File: config.mk
export PLATFORM = sky130hd
export DESIGN_NAME = load_wb
export DESIGN_NICKNAME = d
export VERILOG_FILES = /design/src/rtl/load_wb.sv
export SDC_FILE = /design/constraint.sdc
export NUM_CORES = 1
export LEC_CHECK = 0
export CELL_PAD_IN_SITES_DETAIL_PLACEMENT = 0
export CELL_PAD_IN_SITES_GLOBAL_PLACEMENT = 1
export CORE_MARGIN = 1
export CORE_UTILIZATION = 33
export CTS_CLUSTER_DIAMETER = 200
export DETAILED_ROUTE_END_ITERATION = 10
export GPL_TIMING_DRIVEN = 0
export PLACE_DENSITY = 0.8
export SYNTH_ARGS = -nofsm -noshare
export SYNTH_HDL_FRONTEND = slang
export SYNTH_SLANG_ARGS = --single-unit
export TNS_END_PERCENT = 50
File: constraint.sdc
create_clock -name clk -period 1.9 [get_ports clk]
set_input_delay 0.38 -clock clk [delete_from_list [all_inputs] [get_ports clk]]
set_output_delay 0.38 -clock clk [all_outputs]
set_load 0.05 [all_outputs]
File: src/rtl/load_wb.sv
// load_wb: RV32I load unit. Accepts one load at a time from the execute stage,
// issues a word-aligned read to data memory, extracts and extends the
// addressed byte/halfword/word, and writes it back to the register file.
// A memory that never answers is abandoned after TIMEOUT_CYCLES WAIT cycles.
// Optional build macro LOAD_WB_MISALIGN_CHECK_EN rejects misaligned lh/lhu/lw
// with an err pulse instead of issuing them.
module load_wb #(
    parameter int TIMEOUT_CYCLES = 255
) (
    input  logic        clk,
    input  logic        rst,
    input  logic        req_valid,
    output logic        req_ready,
    input  logic [31:0] req_addr,
    input  logic [2:0]  req_funct3,
    input  logic [4:0]  req_rd,
    output logic        mem_req_valid,
    input  logic        mem_req_ready,
    output logic [31:0] mem_addr,
    input  logic        mem_rsp_valid,
    input  logic [31:0] mem_rsp_data,
    output logic        w_en,
    output logic [4:0]  rd_id_o,
    output logic [31:0] rd_write_data_o,
    output logic        busy,
    output logic        err
);

    typedef enum logic [1:0] {
        S_IDLE = 2'd0,
        S_REQ  = 2'd1,
        S_WAIT = 2'd2,
        S_WB   = 2'd3
    } state_t;

    // Last counter value before the timeout fires; the counter starts at 0 on
    // entry to WAIT, so WAIT lasts TIMEOUT_CYCLES cycles when nothing answers.
    localparam logic [15:0] TO_LAST = 16'(TIMEOUT_CYCLES - 1);

    state_t      state;
    state_t      state_nxt;
    logic [15:0] cnt;
    logic [2:0]  f3_q;
    logic [1:0]  lane_q;
    logic [4:0]  rd_q;

    logic accept;
    logic req_bad;
    logic req_misalign;
    logic rsp_take;
    logic timeout;

    function automatic logic funct3_illegal(input logic [2:0] f3);
        case (f3)
            3'b011, 3'b110, 3'b111: return 1'b1;
            default:                return 1'b0;
        endcase
    endfunction

`ifdef LOAD_WB_MISALIGN_CHECK_EN
    function automatic logic misaligned(input logic [2:0] f3, input logic [1:0] lane);
        case (f3)
            3'b001, 3'b101: return lane[0];
            3'b010:         return |lane;
            default:        return 1'b0;
        endcase
    endfunction

    assign req_misalign = misaligned(req_funct3, req_addr[1:0]);
`else
    // Without the check, halfwords use addr[1] only and words use the whole
    // aligned word, so the low bits never make a request illegal.
    assign req_misalign = 1'b0;
`endif

    // Byte/halfword selection with sign or zero extension per load type.
    function automatic logic [31:0] extract(input logic [2:0]  f3,
                                            input logic [1:0]  lane,
                                            input logic [31:0] word);
        logic signed [7:0]  b_s;
        logic signed [15:0] h_s;
        logic signed [31:0] r_s;
        logic        [31:0] res;
        b_s = word[{lane, 3'b000} +: 8];
        h_s = lane[1] ? word[31:16] : word[15:0];
        r_s = '0;
        res = '0;
        case (f3)
            3'b000: begin r_s = b_s; res = r_s; end
            3'b001: begin r_s = h_s; res = r_s; end
            3'b010: res = word;
            3'b100: res = {24'd0, b_s};
            3'b101: res = {16'd0, h_s};
            default: res = '0;
        endcase
        return res;
    endfunction

    assign accept   = req_valid & req_ready;
    assign req_bad  = funct3_illegal(req_funct3) | req_misalign;
    assign rsp_take = (state == S_WAIT) & mem_rsp_valid;
    assign timeout  = (state == S_WAIT) & ~mem_rsp_valid & (cnt == TO_LAST);

    // State register.
    always_ff @(posedge clk) begin
        if (rst) state <= S_IDLE;
        else     state <= state_nxt;
    end

    // Next-state logic; a response always wins over a same-cycle timeout.
    always_comb begin
        state_nxt = state;
        case (state)
            S_IDLE: if (req_valid && !req_bad) state_nxt = S_REQ;
            S_REQ:  if (mem_req_ready) state_nxt = S_WAIT;
            S_WAIT: begin
                if (mem_rsp_valid)  state_nxt = S_WB;
                else if (timeout)   state_nxt = S_IDLE;
            end
            S_WB:   state_nxt = S_IDLE;
            default: state_nxt = S_IDLE;
        endcase
    end

    // Control outputs decoded from state; rst masks strobes within its own cycle.
    always_comb begin
        req_ready     = (state == S_IDLE) & ~rst;
        mem_req_valid = (state == S_REQ) & ~rst;
        w_en          = (state == S_WB) & (rd_q != 5'd0) & ~rst;
        busy          = (state != S_IDLE);
    end

    // Request capture at accept and write-back data capture at response.
    always_ff @(posedge clk) begin
        if (rst) begin
            mem_addr        <= '0;
            f3_q            <= '0;
            lane_q          <= '0;
            rd_q            <= '0;
            rd_id_o         <= '0;
            rd_write_data_o <= '0;
        end else begin
            if (accept) begin
                mem_addr <= {req_addr[31:2], 2'b00};
                f3_q     <= req_funct3;
                lane_q   <= req_addr[1:0];
                rd_q     <= req_rd;
            end
            if (rsp_take) begin
                rd_id_o         <= rd_q;
                rd_write_data_o <= extract(f3_q, lane_q, mem_rsp_data);
            end
        end
    end

    // WAIT-cycle counter, cleared on the request handshake.
    always_ff @(posedge clk) begin
        if (rst)                                     cnt <= '0;
        else if (state == S_REQ && mem_req_ready)    cnt <= '0;
        else if (state == S_WAIT)                    cnt <= cnt + 16'd1;
    end

    // One-cycle error pulse for rejected requests and memory timeouts.
    always_ff @(posedge clk) begin
        if (rst) err <= 1'b0;
        else     err <= (accept & req_bad) | timeout;
    end

endmodule

# Yosys cells after proc, flatten, opt, wreduce, memory -nomap -nowiden
# Cells that the tools add are included.
# classes
add_sub_neg,1
eq_ne,14
shifts,1
n_mux,8
bitwise,12
n_reduce_logical,10
# ops
cell,count
case mux 32 bit (5 select lines),1
variable part select 32 x 6 -> 8 bit,1
adder 16 x 1 -> 16 bit (second input constant),1
== test 16 x 8 -> 1 bit (second input constant),1
2-to-1 mux 16 bit,1
== test 3 bit (second input constant),4
bitwise AND 1 bit,9
2-to-1 mux 2 bit,4
case mux 2 bit (4 select lines),1
== test 3 x 2 -> 1 bit (second input constant),2
nonzero test 5 bit,1
== test 2 bit (second input constant),2
inequality test 2 bit (second input constant),2
== test 3 x 1 -> 1 bit (second input constant),1
logical NOT 3 bit,1
inequality test 3 bit (second input constant),1
AND reduction 3 bit,1
OR reduction 3 bit,1
== test 2 x 1 -> 1 bit (second input constant),1
logical AND 1 bit,2
logical NOT 2 bit,1
inverter 1 bit,2
nonzero test 2 bit,1
OR reduction 2 bit,1
other kinds (3),3
# word_totals
register_bits,96
input_bits,77
output_inout_bits,74
elab_cells,55

# Depth between registers and ports, before layout
# depth
word_depth,7
depth_mapped,6
ltp_nobuf,6

# Least setup slack after synthesis
# OpenSTA, ideal clock, no wires.
# synth_timing
path_type,in2out
startpoint,in rst
endpoint,out mem_req_valid
arrival_ps,2087
required_time_ps,1520
path_slack_ps,-567
stages,4
path_buffers,3
path_cell_list,clkbuf_1 clkbuf_1 clkbuf_1 nor3b_1
# synth_between
elab_chain_cells,2
# synth_rtl
element,line_no,source
from (decl),11,"input logic rst,"
inverter 1 bit,128,mem_req_valid = (state == S_REQ) & ~rst;
bitwise AND 1 bit,128,
to (decl),17,"output logic mem_req_valid,"
# No other way between the ends.

# Final worst setup path
# Same ends and word-level chain as after synthesis.

==> flow_metrics.env <==
export IMPL_cts_tree="built"
export IMPL_power_share_combinational_pct=23.1
export IMPL_ys_warnings_count=0
export IMPL_postRouteAntennaNets=0
export IMPL_fin_skew_ps=9.139
export IMPL_hold_viol_final=0
export IMPL_min_period_ps=1887
export IMPL_holdPathStages=2
export IMPL_ys_flop_type="dfxtp_1"
export IMPL_drc=0
export IMPL_die_w_um=116.7
export IMPL_reg2reg_to="cnt[14]$_SDFFE_PP0N_"
export IMPL_synthCells=502
export IMPL_nets=742
export IMPL_ir_drop_mv=0.4289
export IMPL_finalCritPeriodShare_pct=99.32
export IMPL_drt_iter0_markers=327
export IMPL_worstMarginPinSlew_ps=540.1
export IMPL_clockRootBuffer="clkbuf_16"
export IMPL_place_gp_congestion=0.8402
export IMPL_slew_headroom_pct=63.93
export IMPL_min_to="rd_id_o[3]$_SDFFE_PP0P_"
export IMPL_firstDrtPassIters=5
export IMPL_grt_total_usage_pct=20.54
export IMPL_max_cap_violations=0
export IMPL_seqPwrFrac_pct=43.7
export IMPL_synth_area_leaders="dfxtp_1 (44%), nand2b_1 (5.9%), o21ai_0 (5.9%)"
export IMPL_cts_path_max_buffers=2
export IMPL_reg2reg_from="state[1]$_SDFFE_PP0P_"
export IMPL_cell_internal_pwr_mw=3.495
export IMPL_viasPerCell=5.091
export IMPL_ios=151
export IMPL_cts_buffers=9
export IMPL_dpl_cell_area_mm2=0.006050
export IMPL_cp_required_ps=1520
export IMPL_syn_cell_area_mm2=0.004339
export IMPL_grt_max_degree=14
export IMPL_wl_um=13630
export IMPL_end_kind="output port"
export IMPL_worstRegToRegCells=6
export IMPL_postLayoutSetupSlackWorst_ps=12.89
export IMPL_vias=4266
export IMPL_synth_edff_count=0
export IMPL_yosysTopAreaCell="dfxtp_1"
export IMPL_drive_gt1_share_pct=11.11
export IMPL_reg2reg_slack_ps=130
export IMPL_avgSynthCellArea_um2=8.644
export IMPL_fin_area_mm2=0.006467
export IMPL_p_leak_nw=2.985
export IMPL_grt_ovfl_total=0
export IMPL_die_area_mm2=0.01361
export IMPL_yosysTopAreaCellShare_pct=44.29
export IMPL_die_y_um=116.7
export IMPL_crit_type="in -> out"
export IMPL_fin_setup_tns_ps=0
export IMPL_synth_seq_area_share_pct=44.29
export IMPL_finalSetupViolCount=0
export IMPL_ys_types=49
export IMPL_pwr_share_clk_pct=33.2
export IMPL_portBuffers=147
export IMPL_hpwl_um=10180
export IMPL_hold_buffers=0
export IMPL_cts_sinks=96
export IMPL_core_mm2=0.01272
export IMPL_clk_pin_slew_worst_paths_ps=60
export IMPL_async_flop_share_pct=0
export IMPL_pre_cts_ws_ps=-1561
export IMPL_final_common_cell="dfxtp_1"
export IMPL_status="finished clean"
export IMPL_crit_arrival_ps=1510
export IMPL_area_growth_pct=49.05
export IMPL_insertedDiodeCount=0
export IMPL_final_cell_mix="dfxtp_1 (96), clkdlybuf4s50_1 (80), nand2_1 (60)"
export IMPL_routedWlPerCell_um=16.26
export IMPL_ys_seq_elements=96
export IMPL_fmax_mhz=529.9
export IMPL_rsz0062_at_grt="true"
export IMPL_crit_fanout=10
export IMPL_p_sw_share_pct=29.86
export IMPL_antenna_found_initial=0
export IMPL_min_path_type="reg -> reg"
export IMPL_cp_start_kind="input pin"
export IMPL_dpl_cell_count=822
export IMPL_cts_htree_levels=3
export IMPL_fin_cells=838
export IMPL_grt_pass1_vias=4146
export IMPL_start_util_pct=34.11
export IMPL_clk_latency_ps=350
export IMPL_drv_slew=0
export IMPL_worstHoldStart="rd_id_o[3]$_SDFFE_PP0P_"
export IMPL_grt_pass1_wl_um=21430
export IMPL_cellPowerDensity_mw_per_mm2=770.6
export IMPL_utilization_pct=50.84
export IMPL_rows=41
export IMPL_p_sw_mw=1.488
Yosys cell counts, drive strengths merged (6+ instances only):
cell type and number:
nand3 10, nor3 7, clkbuf 27, buf 17, a21oi 37, a22oi 16, nor2 19, mux2 18
a221oi 8, o21ai 51, nand4 6, nand2 61, a211oi 18, dfxtp 96, nand2b 41, xor2 9
cell type report:
| cell class | instances | area [um2] |
|---|---|---|
| timing repair buffer | 150 | 1558 |
| sequential | 96 | 1922 |
| buffer | 43 | 235.2 |
| tap | 172 | 215.2 |
| fill | 1243 | 6255 |
| clock buffer | 13 | 250.2 |
| clock inverter | 1 | 5.005 |
| multi-input combinational | 359 | 2267 |
| inverter | 4 | 15.01 |
sequential cells by signal, summed over array words and instances (netlist names):
| register | flops |
|---|---|
| state | 2 |
| f3_q | 3 |
| lane_q | 2 |
| err | 1 |
| rd_write_data_o | 32 |
| cnt | 16 |
| rd_id_o | 5 |
| rd_q | 5 |
| mem_addr | 30 |
critical path: stages:
cell	delay (ps)
buf_2	160
clkbuf_8	170
clkbuf_4	200
clkbuf_8	190
nor3b_4	220
buf_6	190
logic make-up after synthesis:
kind of cell / count (synthesis) / synth area share, %
xor gates and xnor gates: 10 / 2.019
DFF: 96 / 44.29
AOI/OAI and AO/OA: 150 / 21.45
adders and majority gates: 2 / 0.5766
other: 1 / 0.08642
buffers and inverters: 48 / 4.787
and+or+nand+nor: 174 / 20.85
muxes: 21 / 5.940
worst max path at each step:
| stage | start | to | slack, ps | depth (start not counted) |
|---|---|---|---|---|
| 3_5_place_dp | rst | mem_req_valid | -1560 | 6 |
| 6_report | rst | mem_req_valid | 10 | 6 |
| 3_3_place_gp | rst | mem_req_valid | -1590 | 6 |
| 2_1_floorplan | rst | mem_req_valid | -80 | 4 |
| 5_1_grt | rst | mem_req_valid | -20 | 6 |
| 4_1_cts | rd_write_data_o[22]$_SDFFE_PP0P_ | rd_write_data_o[22] | 0.08 | 1 |
stage by stage:
step / hold slack [ps] / total power, mW
global route: 484.4 / 5.204
global placement: 449.6 / 3.340
detailed placement: 453.6 / 3.350
CTS: 462.3 / 5.022
finish: 456.1 / 4.984
floorplan: 450.2 / 2.889
routing by layer:
| layer | wire length, um | GRT usage (%) | vias up |
|---|---|---|---|
| li1 | - | - | 2108 |
| met1 | 6064 | 26.69 | 2013 |
| met2 | 6468 | 32.90 | 130 |
| met3 | 935 | 6.020 | 15 |
| met4 | 159 | 6.160 | 0 |
| met5 | 0 | 0 | - |
power by group through the flow:
stage	Combinational (mW)	Sequential, mW	Clock, mW
2_1_floorplan	0.438	2.45	0
5_1_grt	1.23	2.19	1.79
3_3_place_gp	1.12	2.22	0
4_1_cts	1.14	2.18	1.70
6_report	1.15	2.18	1.66
3_5_place_dp	1.13	2.22	0
repair_timing:
action	in CTS	in global routing
pin swaps	1	0
endpoints found under the setup margin	80	79
gates resized for setup	58	61
buffers inserted	2	1
Note: power is estimated with default switching activity, not from simulation.
